--- src/rtl/dmem_arbiter_if.sv ---
// rtl/dmem_arbiter_if.sv - requester and data-memory bus of the two-port dmem arbiter
interface dmem_arbiter_if #(
    parameter int RegBits = 32
);
    logic [1:0]           req_i;
    logic [1:0]           we_i;
    logic [2*RegBits-1:0] addr_i;
    logic [2*RegBits-1:0] wdata_i;
    logic [1:0]           gnt_o;
    logic [1:0]           rvalid_o;
    logic [RegBits-1:0]   rdata_o;
    logic                 err_o;
    logic [RegBits-1:0]   mem_a_o;
    logic [RegBits-1:0]   mem_wd_o;
    logic                 mem_we_o;
    logic [RegBits-1:0]   mem_rd_i;

    modport slave (
        input  req_i, we_i, addr_i, wdata_i, mem_rd_i,
        output gnt_o, rvalid_o, rdata_o, err_o, mem_a_o, mem_wd_o, mem_we_o
    );

    modport master (
        output req_i, we_i, addr_i, wdata_i, mem_rd_i,
        input  gnt_o, rvalid_o, rdata_o, err_o, mem_a_o, mem_wd_o, mem_we_o
    );
endinterface

--- src/rtl/dmem_arbiter.sv ---
// rtl/dmem_arbiter.sv - round-robin two-port arbiter for a single-ported data memory
module dmem_arbiter #(
    parameter int RegBits  = 32,
    parameter int MemBytes = 1024
) (
    input  logic           clk_i,
    input  logic           rst_i,
    dmem_arbiter_if.slave  bus
);
    typedef enum logic [1:0] {IDLE, SERVE, RESP} state_t;

    localparam logic [RegBits-1:0] MaxAddr = RegBits'(MemBytes - 4);

    state_t               state;
    logic                 rr;
    logic                 lat_port;
    logic                 lat_we;
    logic [RegBits-1:0]   lat_addr;
    logic [RegBits-1:0]   lat_wdata;
    logic [RegBits-1:0]   rdata_q;
    logic                 err_q;

    logic                 any_req;
    logic                 sel;
    logic                 sel_we;
    logic [RegBits-1:0]   sel_addr;
    logic [RegBits-1:0]   sel_wdata;
    logic                 in_range;

    // A lone requester wins outright; contention is settled by the rr pointer.
    always_comb begin
        any_req = |bus.req_i;
        if (bus.req_i == 2'b11) begin
            sel = rr;
        end else begin
            sel = bus.req_i[1];
        end
        sel_we    = sel ? bus.we_i[1] : bus.we_i[0];
        sel_addr  = sel ? bus.addr_i[2*RegBits-1:RegBits]  : bus.addr_i[RegBits-1:0];
        sel_wdata = sel ? bus.wdata_i[2*RegBits-1:RegBits] : bus.wdata_i[RegBits-1:0];
    end

    // Word access must fit entirely inside memory; unaligned is fine.
    assign in_range = (lat_addr <= MaxAddr);

    always_ff @(posedge clk_i or posedge rst_i) begin
        if (rst_i) begin
            state     <= IDLE;
            rr        <= 1'b0;
            lat_port  <= 1'b0;
            lat_we    <= 1'b0;
            lat_addr  <= '0;
            lat_wdata <= '0;
            rdata_q   <= '0;
            err_q     <= 1'b0;
        end else begin
            case (state)
                IDLE: begin
                    if (any_req) begin
                        lat_port  <= sel;
                        lat_we    <= sel_we;
                        lat_addr  <= sel_addr;
                        lat_wdata <= sel_wdata;
                        state     <= SERVE;
                    end
                end
                SERVE: begin
                    rdata_q <= (in_range && !lat_we) ? bus.mem_rd_i : '0;
                    err_q   <= !in_range;
                    state   <= RESP;
                end
                RESP: begin
                    rr    <= ~rr;
                    state <= IDLE;
                end
                default: state <= IDLE;
            endcase
        end
    end

    assign bus.gnt_o    = (state == IDLE && any_req && !rst_i) ? (sel ? 2'b10 : 2'b01) : 2'b00;
    assign bus.rvalid_o = (state == RESP) ? (lat_port ? 2'b10 : 2'b01) : 2'b00;
    assign bus.rdata_o  = (state == RESP) ? rdata_q : '0;
    assign bus.err_o    = (state == RESP) && err_q;
    assign bus.mem_a_o  = lat_addr;
    assign bus.mem_wd_o = lat_wdata;
    assign bus.mem_we_o = (state == SERVE) && lat_we && in_range;
endmodule

--- src/flat_wrapper.sv ---
// flat-port wrapper written by rule: the top's interface ports become plain ports
module dmem_arbiter_flat 
#(
    parameter int RegBits  = 32,
    parameter int MemBytes = 1024
)
  (clk_i, rst_i, bus_req_i, bus_we_i, bus_addr_i, bus_wdata_i, bus_mem_rd_i, bus_gnt_o, bus_rvalid_o, bus_rdata_o, bus_err_o, bus_mem_a_o, bus_mem_wd_o, bus_mem_we_o);
  dmem_arbiter_if #(.RegBits(RegBits)) bus_i ();
  input  logic clk_i;
  input  logic rst_i;
  input wire logic [$bits(bus_i.req_i)-1:0] bus_req_i;
  input wire logic [$bits(bus_i.we_i)-1:0] bus_we_i;
  input wire logic [$bits(bus_i.addr_i)-1:0] bus_addr_i;
  input wire logic [$bits(bus_i.wdata_i)-1:0] bus_wdata_i;
  input wire logic [$bits(bus_i.mem_rd_i)-1:0] bus_mem_rd_i;
  output wire logic [$bits(bus_i.gnt_o)-1:0] bus_gnt_o;
  output wire logic [$bits(bus_i.rvalid_o)-1:0] bus_rvalid_o;
  output wire logic [$bits(bus_i.rdata_o)-1:0] bus_rdata_o;
  output wire logic [$bits(bus_i.err_o)-1:0] bus_err_o;
  output wire logic [$bits(bus_i.mem_a_o)-1:0] bus_mem_a_o;
  output wire logic [$bits(bus_i.mem_wd_o)-1:0] bus_mem_wd_o;
  output wire logic [$bits(bus_i.mem_we_o)-1:0] bus_mem_we_o;
  assign bus_i.req_i = bus_req_i;
  assign bus_i.we_i = bus_we_i;
  assign bus_i.addr_i = bus_addr_i;
  assign bus_i.wdata_i = bus_wdata_i;
  assign bus_i.mem_rd_i = bus_mem_rd_i;
  assign bus_gnt_o = bus_i.gnt_o;
  assign bus_rvalid_o = bus_i.rvalid_o;
  assign bus_rdata_o = bus_i.rdata_o;
  assign bus_err_o = bus_i.err_o;
  assign bus_mem_a_o = bus_i.mem_a_o;
  assign bus_mem_wd_o = bus_i.mem_wd_o;
  assign bus_mem_we_o = bus_i.mem_we_o;
  dmem_arbiter #(.RegBits(RegBits), .MemBytes(MemBytes)) u_core (.clk_i(clk_i), .rst_i(rst_i), .bus(bus_i));
endmodule
--- config.mk ---
export PLATFORM = sky130hd
export DESIGN_NAME = dmem_arbiter_flat
export DESIGN_NICKNAME = d
export VERILOG_FILES = /design/src/rtl/dmem_arbiter_if.sv /design/src/rtl/dmem_arbiter.sv /design/src/flat_wrapper.sv
export SDC_FILE = /design/constraint.sdc
export NUM_CORES = 1
export LEC_CHECK = 0
export ABC_AREA = 1
export BUFFER_PORTS_ARGS = -buffer_cell sky130_fd_sc_hd__buf_2
export CAP_MARGIN = 20
export CORE_ASPECT_RATIO = 1.25
export CORE_MARGIN = 5
export CORE_UTILIZATION = 46
export DETAILED_ROUTE_END_ITERATION = 8
export PLACE_DENSITY = 0.87
export SLEW_MARGIN = 20
export SYNTH_ARGS = -nofsm -noshare
export SYNTH_HDL_FRONTEND = slang
export SYNTH_SLANG_ARGS = --single-unit
--- constraint.sdc ---
create_clock -name clk_i -period 4.08 [get_ports clk_i]
set_input_delay 0.408 -clock clk_i [delete_from_list [all_inputs] [get_ports clk_i]]
set_output_delay 0.408 -clock clk_i [all_outputs]
set_load 0.01 [all_outputs]
Yosys cells after proc, flatten, opt, wreduce, memory -nomap -nowiden
Index checks and enable logic that the tools add are counted.
Word-level totals
  register bits after elaboration: 102
  logic and storage cells: 38
  input port bits: 166
  output and inout bits: 102
Cells by class
  eq/ne operators: 4
  mux-type cells: 12
  bitwise logic cells: 1
  reductions and logical operators: 12
  magnitude comparators: 1
Operators with widths (number)
  $mux 32: 4
  $le 32x10->1 const B: 1
  $mux 2: 5
  $logic_and 1x1->1: 6
  $eq 2x2->1 const B: 2
  $pmux 2 s2: 1
  $logic_not 1->1: 3
  $eq 2x1->1 const B: 1
  $logic_not 2->1: 1
  $mux 1: 2
  $ne 2x1->1 const B: 1
  $reduce_and 2->1: 1
  $reduce_or 2->1: 1
  $not 1->1: 1

Logic depth before layout (Yosys ltp)
  word-level depth: 4
  gate-level depth with buffers: 9
  depth with buffers taken out: 8

Least setup slack after synthesis
OpenSTA, ideal clock, no wires.
  path kind: flip-flop to output port
  from: register u_core.state[1]
  to: output bus_gnt_o[0]
  cell stages (with the launch flop): 6
  data arrival time: 1.232 ns
  required time: 3.672 ns
  path buffers: 1
  setup slack: 2.440 ns
  path through: dfrtp_1 > or2_4 > nor2_8 > inv_2 > buf_4 > nor3_2
Between the ends
  longest elaborated chain between the ends: 4
Ends and longest elaborated chain
  from (decl): RTL line dmem_arbiter.sv:14  | state_t state;
  from (signal assigned): RTL line dmem_arbiter.sv:48  | state <= IDLE;
  from (signal assigned): RTL line dmem_arbiter.sv:64  | state <= SERVE;
  from (signal assigned): RTL line dmem_arbiter.sv:70  | state <= RESP;
  $logic_not 2->1: RTL line dmem_arbiter.sv:81  | assign bus.gnt_o = (state == IDLE && any_req && !rst_i) ? (sel ? 2'b10 : 2'b01) : 2'b00;
  $logic_and 1x1->1 (2 in a row): RTL line dmem_arbiter.sv:81
  $mux 2: RTL line dmem_arbiter.sv:81
  to (decl): RTL line flat_wrapper.sv:16  | output wire logic [$bits(bus_i.gnt_o)-1:0] bus_gnt_o;
No other way between the ends.

Worst setup path in the final report
  from: register u_core.lat_addr[20], in the netlist u_core.bus.mem_a_o[20]
  to: output bus_mem_we_o
Between the ends
  longest elaborated chain between the ends: 2
Ends and longest elaborated chain
  from (decl): RTL line dmem_arbiter.sv:18  | logic [RegBits-1:0] lat_addr;
  from (signal assigned): RTL line dmem_arbiter.sv:62  | lat_addr <= sel_addr;
  $le 32x10->1: RTL line dmem_arbiter.sv:44  | assign in_range = (lat_addr <= MaxAddr);
  $logic_and 1x1->1: RTL line dmem_arbiter.sv:87  | assign bus.mem_we_o = (state == SERVE) && lat_we && in_range;
  to (decl): RTL line flat_wrapper.sv:22  | output wire logic [$bits(bus_i.mem_we_o)-1:0] bus_mem_we_o;
No other way between the ends.

==> results_dict.tcl <==
set metrics [dict create \
    grt_util_met1_pct 28.1 \
    setup_ws_ps 1530 \
    register_area_um2 2550 \
    final_common_cell "buf_2" \
    fill_cells 1017 \
    seq_power_share_pct 38.7 \
    drc_errors 0 \
    vias 5204 \
    clkTransAtPathRegs_ps 70 \
    tns_ps 0 \
    finalCritPeriodShare_pct 62.4 \
    grt_max_degree 75 \
    grt_pass1_wl_um 24800 \
    drt_pass1_iterations 4 \
    initial_core_util_pct 47.4 \
    p_sw_uw 1720 \
    reg2reg_slack_ps 1910 \
    synth-seq-area-share_pct 48.2 \
    chipHeight_um 130 \
    worst_pin_slew_ps 978 \
    postSynthAreaPerCell_um2 7.71 \
    sw_frac_of_total_pct 40.4 \
    grtUsageTotal_pct 22.2 \
    gp_congestion 0.807 \
    power.density_nw_per_um2 619 \
    hold_viol 0 \
    peakVddDrop_mv 0.560 \
    ctsRootBufferMaster "clkbuf_16" \
    period_needed_ps 2550 \
    leakage_uw 0.00372 \
    timing.rr.start "u_core.state[1]$_DFFE_PP0P_" \
    syn_inst 687 \
    critPathKind "register to output port" \
    cts_num_sinks 102 \
    p_comb_share_pct 40.3 \
    gr-max-usage-layer "met2" \
    postCtsSetupBuffers 0 \
    drt_iter0_drc 195 \
    yosys_warnings 0 \
    max_cap_viol_count 0 \
    setup_viol 0 \
    dpl.cell_count 1051 \
    vias_per_cell 4.88 \
    n_antenna_cell 0 \
    arrival_ps 2140 \
    dpl_worst_slack_ps 1860 \
    htree_levels 3 \
    rows 43 \
    grt_pass1_vias 5062 \
    core-area_um2 11200 \
    grt_setup_unrepaired "no" \
    power_uw 4250 \
    cts_resized 0 \
    outcome "finished clean" \
    use_met3_pct 5.24 \
    final_cells 1066 \
    max_freq_mhz 392 \
    syn_to_final_growth_pct 29.4 \
    pwr-share-clk_pct 21.0 \
    worstHoldPathType "input port to async pin" \
    final_cell_mix "267 x buf_2, 151 x nor2_1, 140 x nand2_1" \
    slew_headroom_pct 34.8 \
    reg2reg_to "u_core.bus.mem_wd_o[21]$_DFFE_PP0P_" \
    synth.distinct_cells 24 \
    die_area_um2 13800 \
    die_x_um 106 \
    grt-ovfl-total 0 \
    syn-num-nets 853 \
    fin_nets 1093 \
    cts_buffers 9 \
    crit_required_ps 3670 \
    finalMaxSlewViolations 0 \
    antenna_found_initial 1 \
    critPathCaptureType "output port" \
    cts_hold_buffers 0 \
    avgRoutedWirePerCell_um 14.5 \
    route.antenna.remaining_nets 0 \
    fin_util_pct 61.3 \
    multi_input_area_um2 2170 \
    r2r_cells 6 \
    finClkSkew_ps 11.7 \
    critPathMaxFanout 34 \
    ios 268 \
    synth-seq-cells 102 \
    netlist_area_um2 5300 \
    hpwl_um 11300 \
    wl_um 15400 \
    clock_latency_ps 340 \
    critPathLaunchType "register" \
    io_buffers 267 \
    cts_tree "done" \
    cts.path.max_buffers 2 \
    drive_above_1_share_pct 35.6 \
    p_int_uw 2530 \
    use_met2_pct 38.3 \
]
layer usage:
metal	up-vias	share of wire [%]
met5	-	0.084
met4	2	1.4
met3	20	7.6
met2	206	50
met1	2368	41
li1	2608	-
worst max-delay path, cell delays in order, from the launching register on:
cell and delay, ps:
dfrtp_1 400, nor2_1 130, nand2_1 60, nor2_1 130, nand2_1 150, nor2_8 530
nand2_1 100, nor2_1 140, buf_2 150
layout make-up:
class	count	area share [%]
multi-input cells	465	31.6
clock buffers	10	3.34
repair buffers	272	20.0
clock inverters	5	1.09
inverters	77	4.25
flip-flops and latches	102	37.2
well taps	135	2.46
Yosys cell counts (all sizes together):
master | n | area [um^2]
o21ai | 128 | 641
nand2 | 142 | 536
inv | 77 | 289
or2 | 1 | 8.76
o22ai | 3 | 18.8
nand4 | 1 | 6.26
a21oi | 1 | 5.00
nand3 | 32 | 305
buf | 24 | 223
nor3 | 1 | 10.0
nor2 | 155 | 624
xor2 | 1 | 8.76
dfrtp | 102 | 2550
clkbuf | 19 | 71.3
metrics by stage:
step           hold WS, ps  instance area, um^2
2_1_floorplan          449                 5300
3_3_place_gp           462                 6550
3_5_place_dp           465                 6550
4_1_cts                317                 6860
5_1_grt                327                 6860
6_report               280                 6860
worst max path at each step:
stage	cells after the start	from	to	slack, ps
2_1_floorplan	1	rst_i	u_core.bus.mem_a_o[0]$_DFFE_PP0P_	1000
3_3_place_gp	8	u_core.bus.mem_a_o[31]$_DFFE_PP0P_	bus_mem_we_o	1880
3_5_place_dp	8	u_core.bus.mem_a_o[20]$_DFFE_PP0P_	bus_mem_we_o	1860
4_1_cts	8	u_core.bus.mem_a_o[20]$_DFFE_PP0P_	bus_mem_we_o	1490
5_1_grt	8	u_core.bus.mem_a_o[22]$_DFFE_PP0P_	bus_mem_we_o	1290
6_report	8	u_core.bus.mem_a_o[20]$_DFFE_PP0P_	bus_mem_we_o	1530
flip-flops by register name (all words and copies together), names as in the netlist:
signal and flops:
u_core.rr 1, u_core.bus.mem_a_o 32, u_core.lat_port 1, u_core.bus.mem_wd_o 32
u_core.err_q 1, u_core.rdata_q 32, u_core.state 2, u_core.lat_we 1
kinds of logic (layout without fill, tap and decap cells):
kind of cell	Yosys count	in the layout	share of synthesized area (%)
xor+xnor	1	1	0.165
simple gates	332	332	28.1
buf+inv	120	364	11.0
flops	102	102	48.2
compound gates	132	132	12.5
power by group through the flow:
stage,clock [uW],sequential [uW],combinational [uW]
after floorplan,0,1730,1030
after global placement,0,1650,1710
after detailed placement,0,1650,1750
after CTS,909,1640,1750
after global routing,941,1690,1930
final,892,1640,1710
(Power assumes the default switching activity.)
